**src/rtl/lockin_pkg.sv**
```systemverilog
// Shared widths, delay-line geometry and sample/product types for the lock-in mixer.
package lockin_pkg;

  localparam int unsigned AdcWDefault = 14;
  localparam int unsigned RefWDefault = 14;
  localparam int unsigned OutWDefault = 28;

  // Reference delay line: tap 0 is the live input, taps 1..15 are registered stages.
  localparam int unsigned DelayDepth = 16;
  localparam int unsigned DelaySelW  = $clog2(DelayDepth);

  typedef logic signed [AdcWDefault-1:0]             adc_sample_t;
  typedef logic signed [RefWDefault-1:0]             ref_sample_t;
  typedef logic signed [AdcWDefault+RefWDefault-1:0] product_t;

endpackage

```
**src/rtl/ref_delay_line.sv**
```systemverilog
// Free-running reference shift register with a selectable alignment tap.
module ref_delay_line
  import lockin_pkg::*;
#(
  parameter int unsigned Width = RefWDefault
) (
  input  logic                 clk,
  input  logic                 reset,
  input  logic [Width-1:0]     din,
  input  logic [DelaySelW-1:0] sel,
  output logic [Width-1:0]     tap
);

  logic [Width-1:0] line_q [DelayDepth-1];
  logic [Width-1:0] taps   [DelayDepth];

  always_ff @(posedge clk or posedge reset) begin
    if (reset) begin
      for (int i = 0; i < int'(DelayDepth) - 1; i++) begin
        line_q[i] <= '0;
      end
    end else begin
      line_q[0] <= din;
      for (int i = 1; i < int'(DelayDepth) - 1; i++) begin
        line_q[i] <= line_q[i-1];
      end
    end
  end

  // sel = 0 bypasses the registers so the caller samples the current input.
  always_comb begin
    taps[0] = din;
    for (int i = 1; i < int'(DelayDepth); i++) begin
      taps[i] = line_q[i-1];
    end
  end

  assign tap = taps[sel];

endmodule

```
**src/rtl/lockin_mixer.sv**
```systemverilog
// Lock-in mixer: ADC sample times aligned DDS reference, three-stage pipeline.
// Define MIXER_DECIM_EN to add accumulate-and-dump decimation after the product stage.
module lockin_mixer
  import lockin_pkg::*;
#(
  parameter int unsigned ADC_W      = AdcWDefault,
  parameter int unsigned REF_W      = RefWDefault,
  parameter int unsigned OUT_W      = OutWDefault,
  parameter int unsigned DECIM_LOG2 = 2
) (
  input  logic             clk,
  input  logic             reset,
  input  logic             enable,
  input  logic [ADC_W-1:0] adc_in,
  input  logic             adc_valid,
  input  logic [REF_W-1:0] sine,
  input  logic [3:0]       ref_delay,
  output logic [OUT_W-1:0] signal_out,
  output logic             out_valid
);

  localparam int unsigned ProdW = ADC_W + REF_W;

  logic [REF_W-1:0] ref_aligned;

  ref_delay_line #(
    .Width(REF_W)
  ) u_ref_delay_line (
    .clk  (clk),
    .reset(reset),
    .din  (sine),
    .sel  (ref_delay),
    .tap  (ref_aligned)
  );

  logic signed [ADC_W-1:0] adc_q;
  logic signed [REF_W-1:0] ref_q;
  logic                    v1_q;
  logic signed [ProdW-1:0] prod_d;
  logic signed [ProdW-1:0] prod_q;
  logic                    v2_q;
  logic signed [OUT_W-1:0] prod_ext;

  always_comb begin
    prod_d = ProdW'(adc_q) * ProdW'(ref_q);
  end

  // Dropping enable kills every in-flight valid on the next edge.
  always_ff @(posedge clk or posedge reset) begin
    if (reset) begin
      adc_q  <= '0;
      ref_q  <= '0;
      v1_q   <= 1'b0;
      prod_q <= '0;
      v2_q   <= 1'b0;
    end else begin
      v1_q <= adc_valid & enable;
      v2_q <= v1_q & enable;
      if (adc_valid && enable) begin
        adc_q <= adc_in;
        ref_q <= ref_aligned;
      end
      if (v1_q && enable) begin
        prod_q <= prod_d;
      end
    end
  end

  if (OUT_W >= ProdW) begin : g_ext
    assign prod_ext = OUT_W'(prod_q);
  end else begin : g_trunc
    assign prod_ext = prod_q[OUT_W-1:0];
  end

`ifdef MIXER_DECIM_EN
  localparam int unsigned AccW = OUT_W + DECIM_LOG2;

  logic signed [OUT_W-1:0]      ext_q;
  logic                         v3_q;
  logic signed [AccW-1:0]       acc_q;
  logic signed [AccW-1:0]       acc_sum;
  logic signed [AccW-1:0]       acc_shr;
  logic        [DECIM_LOG2-1:0] cnt_q;

  always_comb begin
    acc_sum = acc_q + AccW'(ext_q);
    acc_shr = acc_sum >>> DECIM_LOG2;
  end

  // The dumping product is folded into the output; the accumulator restarts empty.
  always_ff @(posedge clk or posedge reset) begin
    if (reset) begin
      ext_q      <= '0;
      v3_q       <= 1'b0;
      acc_q      <= '0;
      cnt_q      <= '0;
      signal_out <= '0;
      out_valid  <= 1'b0;
    end else if (!enable) begin
      v3_q      <= 1'b0;
      acc_q     <= '0;
      cnt_q     <= '0;
      out_valid <= 1'b0;
    end else begin
      v3_q      <= v2_q;
      out_valid <= 1'b0;
      if (v2_q) begin
        ext_q <= prod_ext;
      end
      if (v3_q) begin
        if (cnt_q == '1) begin
          signal_out <= acc_shr[OUT_W-1:0];
          out_valid  <= 1'b1;
          acc_q      <= '0;
          cnt_q      <= '0;
        end else begin
          acc_q <= acc_sum;
          cnt_q <= cnt_q + DECIM_LOG2'(1);
        end
      end
    end
  end
`else
  always_ff @(posedge clk or posedge reset) begin
    if (reset) begin
      signal_out <= '0;
      out_valid  <= 1'b0;
    end else begin
      out_valid <= v2_q & enable;
      if (v2_q && enable) begin
        signal_out <= prod_ext;
      end
    end
  end
`endif

endmodule

```
**config.mk**
```make
export PLATFORM = sky130hd
export DESIGN_NAME = lockin_mixer
export DESIGN_NICKNAME = d
export VERILOG_FILES = /design/src/rtl/lockin_pkg.sv /design/src/rtl/ref_delay_line.sv /design/src/rtl/lockin_mixer.sv
export SDC_FILE = /design/constraint.sdc
export NUM_CORES = 1
export LEC_CHECK = 0
export BUFFER_PORTS_ARGS = -buffer_cell sky130_fd_sc_hd__buf_2
export CAP_MARGIN = 20
export CORE_ASPECT_RATIO = 0.5
export CORE_UTILIZATION = 40
export CTS_CLUSTER_SIZE = 25
export DETAILED_ROUTE_END_ITERATION = 10
export GPL_TIMING_DRIVEN = 0
export HOLD_SLACK_MARGIN = 0.1
export PLACE_DENSITY = 0.61
export SYNTH_ARGS = -nofsm -noshare
export SYNTH_HDL_FRONTEND = slang
export SYNTH_HIERARCHICAL = 1
export SYNTH_SLANG_ARGS = --single-unit
```
**constraint.sdc**
```tcl
create_clock -name clk -period 8.1 [get_ports clk]
set_input_delay 0.81 -clock clk [delete_from_list [all_inputs] [get_ports clk]]
set_output_delay 0.81 -clock clk [all_outputs]
set_load 0.01 [all_outputs]
```
==> results.sh <==
export IMPL_htree_levels=1
export IMPL_rows=53
export IMPL_crit_path_start="ref_q[0]$_DFFE_PP0P_"
export IMPL_start_kind="flip-flop"
export IMPL_clock_skew_final_ns=0.02008
export IMPL_ys_flop_type="dfrtp_1"
export IMPL_die_height_um=150.3
export IMPL_finalMaxSlewViolations=0
export IMPL_n_antenna_cell=0
export IMPL_grt_use_total_pct=17.47
export IMPL_coreArea_um2=42710
export IMPL_relSlewSlack_pct=37.22
export IMPL_post_cts_setup_buffers=0
export IMPL_netlist_top_cells_count="dfrtp_1, inv_1, fa_1"
export IMPL_drc=0
export IMPL_min_period_ns=6.813
export IMPL_gp_congestion=0.8411
export IMPL_start_util_pct=41.20
export IMPL_hp_class="in2async"
export IMPL_synth_cell_types=55
export IMPL_postCtsHoldBufs=0
export IMPL_nets=1767
export IMPL_rrSetupSlack_ns=1.29
export IMPL_cap_violations=0
export IMPL_crit_reg2reg_launch="ref_q[0]$_DFFE_PP0P_"
export IMPL_top_usage_layer="met2"
export IMPL_grtUsageMet1_pct=25.44
export IMPL_synth_nets=1673
export IMPL_antenna_found_initial=1
export IMPL_worstSetupPathType="reg2reg"
export IMPL_cts_resized=0
export IMPL_worst_slew_pin_slew_ns=0.9418
export IMPL_yosysTopAreaCellShare_pct=42.24
export IMPL_yosys_warnings=6
export IMPL_rr_endpoint="prod_ext[26]$_DFFE_PP0P_"
export IMPL_cts_tree="yes"
export IMPL_grt_use_met3_pct=3.030
export IMPL_cp_data_arrival_time_ns=7.27
export IMPL_yosys_area_top_type="dfrtp_1"
export IMPL_grt_pass1_wl_um=60820
export IMPL_clock_sinks=297
export IMPL_hold_viol=0
export IMPL_dp_slack_ns=1.385
export IMPL_netlist_area_um2=17600
export IMPL_synth_most_common_cell="dfrtp_1"
export IMPL_max_freq_ghz=0.1468
export IMPL_synth_cells=1375
export IMPL_critPathMaxFanout=10
export IMPL_pin_count=65
export IMPL_grtUsageMet2_pct=27.20
export IMPL_grt_max_degree=139
export IMPL_viasPerCell=4.904
export IMPL_drt_total_wl_um=36950
export IMPL_grt_pass1_vias=11030
export IMPL_synth_area_leaders="dfrtp_1, fa_1, mux4_2, ha_1, inv_1"
export IMPL_die_x_um=298.6
export IMPL_wl_per_cell_um=17.88
export IMPL_clock_path_buffers=3
export IMPL_critPathCaptureType="flip-flop"
export IMPL_drive_above_1_share_pct=16.39
export IMPL_ys_async_sr_fraction_pct=100.0
export IMPL_drt_initial_drc_count=601
export IMPL_syn_to_final_growth_pct=11.55
export IMPL_yosysSeqAreaShare_pct=42.24
export IMPL_cts_inserted_buffers=28
export IMPL_status="completed"
export IMPL_firstDrtPassIters=5
export IMPL_synth_edf_count=0
export IMPL_gr_total_overflow=0
export IMPL_clk_pin_slew_ns=0.07
export IMPL_cts_root_buffer="clkbuf_16"
export IMPL_rsz0062_at_grt="no"
export IMPL_clock_latency_ns=0.59
export IMPL_antenna_left=0
export IMPL_dp_hpwl_um=28070
export IMPL_die_area_um2=44890
export IMPL_fillers=3941
export IMPL_critPathCapture="prod_ext[26]$_DFFE_PP0P_"
export IMPL_ys_ff_latch=297
export IMPL_port_buffers=62
export IMPL_final_setup_tns_ns=0
export IMPL_setup_violations=0
export IMPL_crit_required_ns=8.55
export IMPL_vias=10130
export IMPL_ff2ff_path_depth=20
export IMPL_avgSynthCellArea_um2=12.80
export IMPL_final_setup_worst_slack_ns=1.287
export IMPL_finalCritPeriodShare_pct=84.11
## metal layers
metal | vias up | wire length [um]
met4 | 0 | 891
met3 | 49 | 1750
li1 | 4604 | -
met2 | 203 | 16440
met5 | - | 0
met1 | 5276 | 17870
## placed cells by master, fill, tap and decap left out, types with 16 or more instances in the layout
cell,synthesis,routed
clkbuf_16,0,28
mux4_2,56,56
a21oi_1,16,16
buf_2,5,67
a22oi_1,28,28
fa_1,195,195
nand2_1,142,142
ha_1,67,67
and2_1,108,108
clkbuf_1,44,48
mux2_2,56,56
inv_1,219,217
xnor2_1,24,24
dfrtp_1,297,297
o21ai_0,26,26
## sequential cells by signal, indices dropped and copies added (netlist names)
signal and flops:
out_valid 1, adc_q 14, v1_q 1, u_ref_delay_line/line_q 210, v2_q 1, signal_out 28, prod_ext 28, ref_q 14
## area by class of cell
cell class	instances	area [um^2]	share of cell area (%)
clock inverters	11	122.6	0.6247
plain buffers	55	246.5	1.256
multi-input cells	804	9096	46.34
inverters	219	832.0	4.239
repair buffers	64	365.4	1.861
flip-flops and latches	297	7432	37.86
well taps	577	721.9	3.678
clock buffers	39	812.0	4.137
## worst min path at each step
stage	startpoint	to	slack [ns]	cells after the start
floorplan	u_ref_delay_line/line_q[14]$_DFF_PP0_	u_ref_delay_line/line_q[0]$_DFF_PP0_	0.35	0
global placement	u_ref_delay_line/line_q[126]$_DFF_PP0_	u_ref_delay_line/line_q[112]$_DFF_PP0_	0.35	0
detailed placement	u_ref_delay_line/line_q[73]$_DFF_PP0_	u_ref_delay_line/line_q[59]$_DFF_PP0_	0.36	0
CTS	reset	u_ref_delay_line/line_q[50]$_DFF_PP0_	0.29	2
global route	reset	u_ref_delay_line/line_q[92]$_DFF_PP0_	0.31	2
finish	reset	u_ref_delay_line/line_q[78]$_DFF_PP0_	0.30	2
## kinds of logic after synthesis
logic type | count (synthesis) | share of synthesized area (%)
AND/OR/NAND/NOR | 299 | 8.419
flip-flops | 297 | 42.24
AO/OA/AOI/OAI | 102 | 4.131
XOR/XNOR | 29 | 1.443
adder cells (fa/ha/maj) | 262 | 26.95
multiplexers | 112 | 10.75
buffers and inverters | 274 | 6.072
## critical path: stages (launching register included)
cell       delay (ns)
dfrtp_1          0.45
clkbuf_1         0.58
nand2_1          0.26
fa_1             0.51
fa_1             0.55
inv_1            0.05
fa_1             0.47
fa_1             0.50
fa_1             0.49
inv_1            0.05
fa_1             0.47
inv_1            0.04
ha_1             0.34
a21oi_1          0.20
nor2_1           0.07
a211oi_2         0.26
a2bb2oi_2        0.23
a32oi_2          0.19
a311oi_2         0.46
a2111oi_2        0.13
or3b_1           0.39
## metrics by stage
stage                     hold WS [ns]  utilization [%]  cell area, um^2  cells
after floorplan                 0.3488                -            17600   1375
after global placement          0.3506            43.62            18630   2014
after detailed placement        0.3554            43.77            18690   2016
after CTS                       0.2906            45.96            19630   2066
after global routing            0.3112            45.96            19630   2066
final                           0.2955            45.96            19630   2066
Power is not shown: default switching activity piles up to over one toggle a cycle in this logic, so the estimate is an artifact.
